File: src/rtl/svm_batch_sched_pkg.sv
// svm_batch_sched_pkg: shared constants, defaults and scheduler state encoding
package svm_batch_sched_pkg;
   localparam int Features = 13;
   localparam int Vectors = 25;
   localparam int MaxBatchDef = 16;
   localparam int TestWDef = 8;
   localparam int TimeoutDef = 1024;
   typedef enum logic [2:0] {IDLE, LAUNCH, WAIT, STORE, DONE} sched_state_e;
   function automatic int cnt_w(input int max_batch);
      return $clog2(max_batch + 1);
   endfunction
endpackage

File: src/rtl/svm_batch_sched_if.sv
// svm_batch_sched_if: job request, hw_svm core and result handshakes
interface svm_batch_sched_if import svm_batch_sched_pkg::*; #(
   parameter int MaxBatch = MaxBatchDef,
   parameter int TestW = TestWDef
);
   localparam int CntW = cnt_w(MaxBatch);
   logic req_valid;
   logic req_ready;
   logic [TestW-1:0] req_base;
   logic [CntW-1:0] req_count;
   logic core_start;
   logic [TestW-1:0] core_test_sel;
   logic core_label;
   logic core_label_valid;
   logic done_valid;
   logic done_ready;
   logic [MaxBatch-1:0] done_labels;
   logic [CntW-1:0] done_pos_count;
   logic done_error;
   modport slave(
      input req_valid, req_base, req_count, core_label, core_label_valid, done_ready,
      output req_ready, core_start, core_test_sel, done_valid, done_labels, done_pos_count, done_error
   );
   modport master(
      output req_valid, req_base, req_count, core_label, core_label_valid, done_ready,
      input req_ready, core_start, core_test_sel, done_valid, done_labels, done_pos_count, done_error
   );
endinterface

File: src/rtl/svm_batch_sched_watchdog.sv
// svm_batch_sched_watchdog: per-vector down-counter; expires on the cycle it steps to zero,
// so a WAIT started after LAUNCH at cycle S ends in DONE at S+Timeout
module svm_batch_sched_watchdog #(
   parameter int Timeout = 1024
) (
   input  logic clk,
   input  logic rst,
   input  logic load,
   input  logic en,
   output logic expired
);
   localparam int W = Timeout > 2 ? $clog2(Timeout) : 1;
   logic [W-1:0] cnt;
   always_ff @(posedge clk) begin
      if (!rst) cnt <= '0;
      else if (load) cnt <= W'(Timeout - 1);
      else if (en && cnt != '0) cnt <= cnt - W'(1);
   end
   assign expired = en && cnt == W'(1);
endmodule

File: src/rtl/svm_batch_sched.sv
// svm_batch_sched: launches one hw_svm classification per vector of a job, packs the labels
// and returns them with a positive count; a per-vector watchdog aborts a silent core
module svm_batch_sched import svm_batch_sched_pkg::*; #(
   parameter int MaxBatch = MaxBatchDef,
   parameter int TestW = TestWDef,
   parameter int Timeout = TimeoutDef
) (
   input logic clk,
   input logic rst,
   svm_batch_sched_if.slave bus
);
   localparam int CntW = cnt_w(MaxBatch);
   sched_state_e state, nxt;
   logic [TestW-1:0] base;
   logic [CntW-1:0] cnt, idx, pos;
   logic [MaxBatch-1:0] labels;
   logic err, lab, expired;
   svm_batch_sched_watchdog #(.Timeout(Timeout)) u_wd (
      .clk(clk),
      .rst(rst),
      .load(state == LAUNCH),
      .en(state == WAIT),
      .expired(expired)
   );
   always_ff @(posedge clk) begin
      if (!rst) begin
         state <= IDLE;
         base <= '0;
         cnt <= '0;
         idx <= '0;
         pos <= '0;
         labels <= '0;
         err <= 1'b0;
         lab <= 1'b0;
      end else begin
         state <= nxt;
         if (state == IDLE && bus.req_valid) begin
            base <= bus.req_base;
            cnt <= bus.req_count > CntW'(MaxBatch) ? CntW'(MaxBatch) : bus.req_count;
            err <= bus.req_count > CntW'(MaxBatch);
            idx <= '0;
            pos <= '0;
            labels <= '0;
         end
         if (state == WAIT && bus.core_label_valid) lab <= bus.core_label;
         // a label in the expiry cycle wins over the abort
         if (state == WAIT && !bus.core_label_valid && expired) err <= 1'b1;
         if (state == STORE) begin
            labels <= labels | (MaxBatch'(lab) << idx);
            pos <= pos + CntW'(lab);
            idx <= idx + CntW'(1);
         end
      end
   end
   always_comb begin
      nxt = state;
      unique case (state)
         IDLE: nxt = bus.req_valid ? (bus.req_count == '0 ? DONE : LAUNCH) : IDLE;
         LAUNCH: nxt = WAIT;
         WAIT: nxt = bus.core_label_valid ? STORE : expired ? DONE : WAIT;
         STORE: nxt = idx + CntW'(1) == cnt ? DONE : LAUNCH;
         DONE: nxt = bus.done_ready ? IDLE : DONE;
         default: nxt = IDLE;
      endcase
      bus.req_ready = state == IDLE;
      bus.core_start = state == LAUNCH;
      bus.core_test_sel = base + TestW'(idx);
      bus.done_valid = state == DONE;
      bus.done_labels = bus.done_valid ? labels : '0;
      bus.done_pos_count = bus.done_valid ? pos : '0;
      bus.done_error = bus.done_valid && err;
   end
endmodule

File: src/flat_wrapper.sv
// flat-port wrapper written by rule: the top's interface ports become plain ports
module svm_batch_sched_flat import svm_batch_sched_pkg::*;
#(
   parameter int MaxBatch = MaxBatchDef,
   parameter int TestW = TestWDef,
   parameter int Timeout = TimeoutDef
)
  (clk, rst, bus_req_valid, bus_req_base, bus_req_count, bus_core_label, bus_core_label_valid, bus_done_ready, bus_req_ready, bus_core_start, bus_core_test_sel, bus_done_valid, bus_done_labels, bus_done_pos_count, bus_done_error);
  svm_batch_sched_if #(.MaxBatch(MaxBatch), .TestW(TestW)) bus_i ();
  input logic clk;
  input logic rst;
  input wire logic [$bits(bus_i.req_valid)-1:0] bus_req_valid;
  input wire logic [$bits(bus_i.req_base)-1:0] bus_req_base;
  input wire logic [$bits(bus_i.req_count)-1:0] bus_req_count;
  input wire logic [$bits(bus_i.core_label)-1:0] bus_core_label;
  input wire logic [$bits(bus_i.core_label_valid)-1:0] bus_core_label_valid;
  input wire logic [$bits(bus_i.done_ready)-1:0] bus_done_ready;
  output wire logic [$bits(bus_i.req_ready)-1:0] bus_req_ready;
  output wire logic [$bits(bus_i.core_start)-1:0] bus_core_start;
  output wire logic [$bits(bus_i.core_test_sel)-1:0] bus_core_test_sel;
  output wire logic [$bits(bus_i.done_valid)-1:0] bus_done_valid;
  output wire logic [$bits(bus_i.done_labels)-1:0] bus_done_labels;
  output wire logic [$bits(bus_i.done_pos_count)-1:0] bus_done_pos_count;
  output wire logic [$bits(bus_i.done_error)-1:0] bus_done_error;
  assign bus_i.req_valid = bus_req_valid;
  assign bus_i.req_base = bus_req_base;
  assign bus_i.req_count = bus_req_count;
  assign bus_i.core_label = bus_core_label;
  assign bus_i.core_label_valid = bus_core_label_valid;
  assign bus_i.done_ready = bus_done_ready;
  assign bus_req_ready = bus_i.req_ready;
  assign bus_core_start = bus_i.core_start;
  assign bus_core_test_sel = bus_i.core_test_sel;
  assign bus_done_valid = bus_i.done_valid;
  assign bus_done_labels = bus_i.done_labels;
  assign bus_done_pos_count = bus_i.done_pos_count;
  assign bus_done_error = bus_i.done_error;
  svm_batch_sched #(.MaxBatch(MaxBatch), .TestW(TestW), .Timeout(Timeout)) u_core (.clk(clk), .rst(rst), .bus(bus_i));
endmodule
File: config.mk
export PLATFORM = sky130hd
export DESIGN_NAME = svm_batch_sched_flat
export DESIGN_NICKNAME = d
export VERILOG_FILES = /design/src/rtl/svm_batch_sched_pkg.sv /design/src/rtl/svm_batch_sched_if.sv /design/src/rtl/svm_batch_sched_watchdog.sv /design/src/rtl/svm_batch_sched.sv /design/src/flat_wrapper.sv
export SDC_FILE = /design/constraint.sdc
export NUM_CORES = 1
export LEC_CHECK = 0
export CAP_MARGIN = 0
export CORE_UTILIZATION = 35
export DETAILED_ROUTE_END_ITERATION = 16
export PLACE_DENSITY = 0.58
export SLEW_MARGIN = 20
export SYNTH_ARGS = -nofsm -noshare
export SYNTH_HDL_FRONTEND = slang
export SYNTH_SLANG_ARGS = --single-unit
File: constraint.sdc
create_clock -name clk -period 1.93 [get_ports clk]
set_input_delay 0.193 -clock clk [delete_from_list [all_inputs] [get_ports clk]]
set_output_delay 0.193 -clock clk [all_outputs]
set_load 0.03 [all_outputs]
==> qor.csv <==
metric,value,unit
ctsRootBufferMaster,clkbuf_8,
synth_cells,349,
place_hpwl,4800,um
grt_usage,16.6,%
htree_levels,2,
boundaryPins,52,
status,finished with violations,
crit_type,flop to output port,
grt_pass1_wl,11300,um
hold_viol_final,0,
synth_flop_cell,dfxtp_1,
intPower,1.82,mW
finClkSkew,0.00778,ns
overflow,0,
vias,2624,
area_growth,31.9,%
maxCapViolCount,0,
min_path_type,primary input to flop,
post-place-cells,507,
p_comb_share,22.3,%
gp_congestion,0.769,
vdd_drop_max,0.364,mV
multi_input_area,1710,sq um
synth_top_family_by_area,simple AND/OR/NAND/NOR gates,
yosys-mux-area-fraction,0.399,%
start_util,36.3,%
fin_nets,444,
setup_viol,4,
synthArstFlopShare,0,%
fillCellCount,787,
powerDensity,699,nW/um^2
arrival,1.90,ns
cts_buffer_depth,2,
post-route-drc-count,0,
synth_edf_count,0,
fp.dieW,91.8,um
cts_tree,built,
p_clk_share,29.7,%
ys_seq_area_share,38.3,%
min_period,2.10,ns
ys_types,48,
slew_violations,0,
dieArea,8420,sq um
final_cell_mix,"buf_4 (51), dfxtp_1 (48), nand2_1 (41)",
wl_per_cell,12.9,um
insertion_delay,0.32,ns
critPathRequiredTime,1.74,ns
rsz0062_at_grt,true,
synth_xor_area_share,4.97,%
drive_gt1_share,23.2,%
cp-start-kind,flop,
drtIter0Drc,116,
clock-sinks,54,
core,7770,sq um
cts_hold_buf,0,
critical_path.endpoint_type,output port,
layout_commonest_cell,buf_4,
ys_ff_latch,54,
antenna_found_initial,0,
port_buffers,51,
swShare,29.9,%
cp_max_fo,2,
violations,negative setup slack,
dieHeight,91.8,um
hold_ws,0.422,ns
rows,32,
switchingPower,0.779,mW
worst_slack,-0.167,ns
synth_fa_ha_area_share,5.59,%
dp_slack,-0.00983,ns
seqPwrFrac,48.0,%
synth_compound_area_share,17.9,%
synth_area,2820,sq um
ff_latch_area,1090,sq um
wirelength,6670,um
synth_fp_nets,380,
relSlewSlack,67.2,%
synth-simple-area-share,28.7,%
clk_pin_slew,0.10,ns
grt_start_max_net_pins,29,
numCtsBuffers,5,
n_antenna_cell,0,
yosysWarnings,0,
worst_pin_slew,0.491,ns
post_layout_nonfiller_instances,516,
avgSynthCellArea,8.08,sq um
fmax,0.477,GHz
grt_pass1_vias,2415,
via_per_inst,5.09,
ant_nets,0,
fin_crit_sh,109,%
leakage,1.47,nW
firstDrtPassIters,4,
==> final timing paths <==
kind	from	to	slack, ns	depth (start not counted)
max	u_core.idx[0]	bus_core_test_sel[6]	-0.17	9
min	bus_req_base[4]	u_core.base[4]	0.42	3
max reg2reg	u_core.idx[0]	u_core.state[2]	0.12	7
min reg2reg	u_core.pos[4]	u_core.pos[4]	0.47	1
==> layout make-up <==
| cell class | instances | area share, % |
|---|---|---|
| tap | 102 | 3.43 |
| multi-input combinational | 265 | 46.0 |
| clock buffer | 5 | 1.85 |
| inverter | 11 | 1.11 |
| timing repair buffer | 76 | 17.1 |
| sequential | 54 | 29.2 |
| clock inverter | 3 | 1.21 |
==> critical path, stage by stage (launching register included) <==
cell and delay [ns]:
dfxtp_2 0.37, ha_4 0.14, inv_2 0.03, fa_2 0.33
nor2b_2 0.13, o21ai_2 0.07, a21boi_2 0.15, o21ai_2 0.08
xnor2_2 0.13, buf_6 0.15
==> synthesized netlist by cell type, drive strengths merged (10+ instances only) <==
cell type	n	area, sq um
clkbuf	15	56.3
and2	23	144
nand3	10	50.1
nor3	10	50.1
o21ai	12	60.1
dfxtp	54	1080
inv	11	41.3
nand2	41	154
nor2	37	139
a21oi	32	160
ha	11	138
xnor2	11	96.3
nor3b	10	80.1
a22oi	17	128
==> power groups by stage <==
stage | sequential [mW] | clock (mW) | combinational, mW
2_1_floorplan | 1.26 | 0 | 0.382
3_3_place_gp | 1.27 | 0 | 0.563
3_5_place_dp | 1.27 | 0 | 0.569
4_1_cts | 1.25 | 0.795 | 0.577
5_1_grt | 1.26 | 0.844 | 0.646
6_report | 1.25 | 0.774 | 0.579
==> cells by family (layout without fill, tap and decap cells) <==
kind of cell | after synthesis | after routing
mux | 1 | 1
fa+ha+maj | 12 | 12
flops | 54 | 54
simple gates | 157 | 157
compound gates | 79 | 79
buf+inv | 30 | 95
xor+xnor | 16 | 16
==> metrics by stage <==
| step | utilization (%) | power (mW) | instance area, sq um | setup TNS [ns] |
|---|---|---|---|---|
| after global placement | 45.2 | 1.83 | 3510 | 0 |
| after CTS | 47.5 | 2.62 | 3690 | -0.701 |
| final | 47.9 | 2.60 | 3720 | -0.442 |
| after floorplan | - | 1.64 | 2840 | 0 |
| after detailed placement | 45.2 | 1.84 | 3510 | -0.00983 |
| after global routing | 47.9 | 2.75 | 3720 | -0.847 |
==> repair_timing <==
action                                  in CTS  in global routing
resized for setup                           17                 12
pin swaps                                    7                  6
endpoints found under the setup margin       7                  6
gates cloned                                 0                  0
buffers inserted                             1                  0
==> layer usage <==
metal | track usage [%] | share of wire [%]
met4 | 5.08 | 1.2
met1 | 21.8 | 47
met3 | 2.65 | 3.1
met2 | 27.9 | 48
met5 | 0 | 0
==> flip-flops by register name, summed over array words and instances, names as in the netlist <==
register	count
u_core.base	8
u_core.cnt	5
u_core.err	1
u_core.idx	5
u_core.lab	1
u_core.labels	16
u_core.pos	5
u_core.state	3
u_core.u_wd.cnt	10
Note: power is estimated with default switching activity, not from simulation.
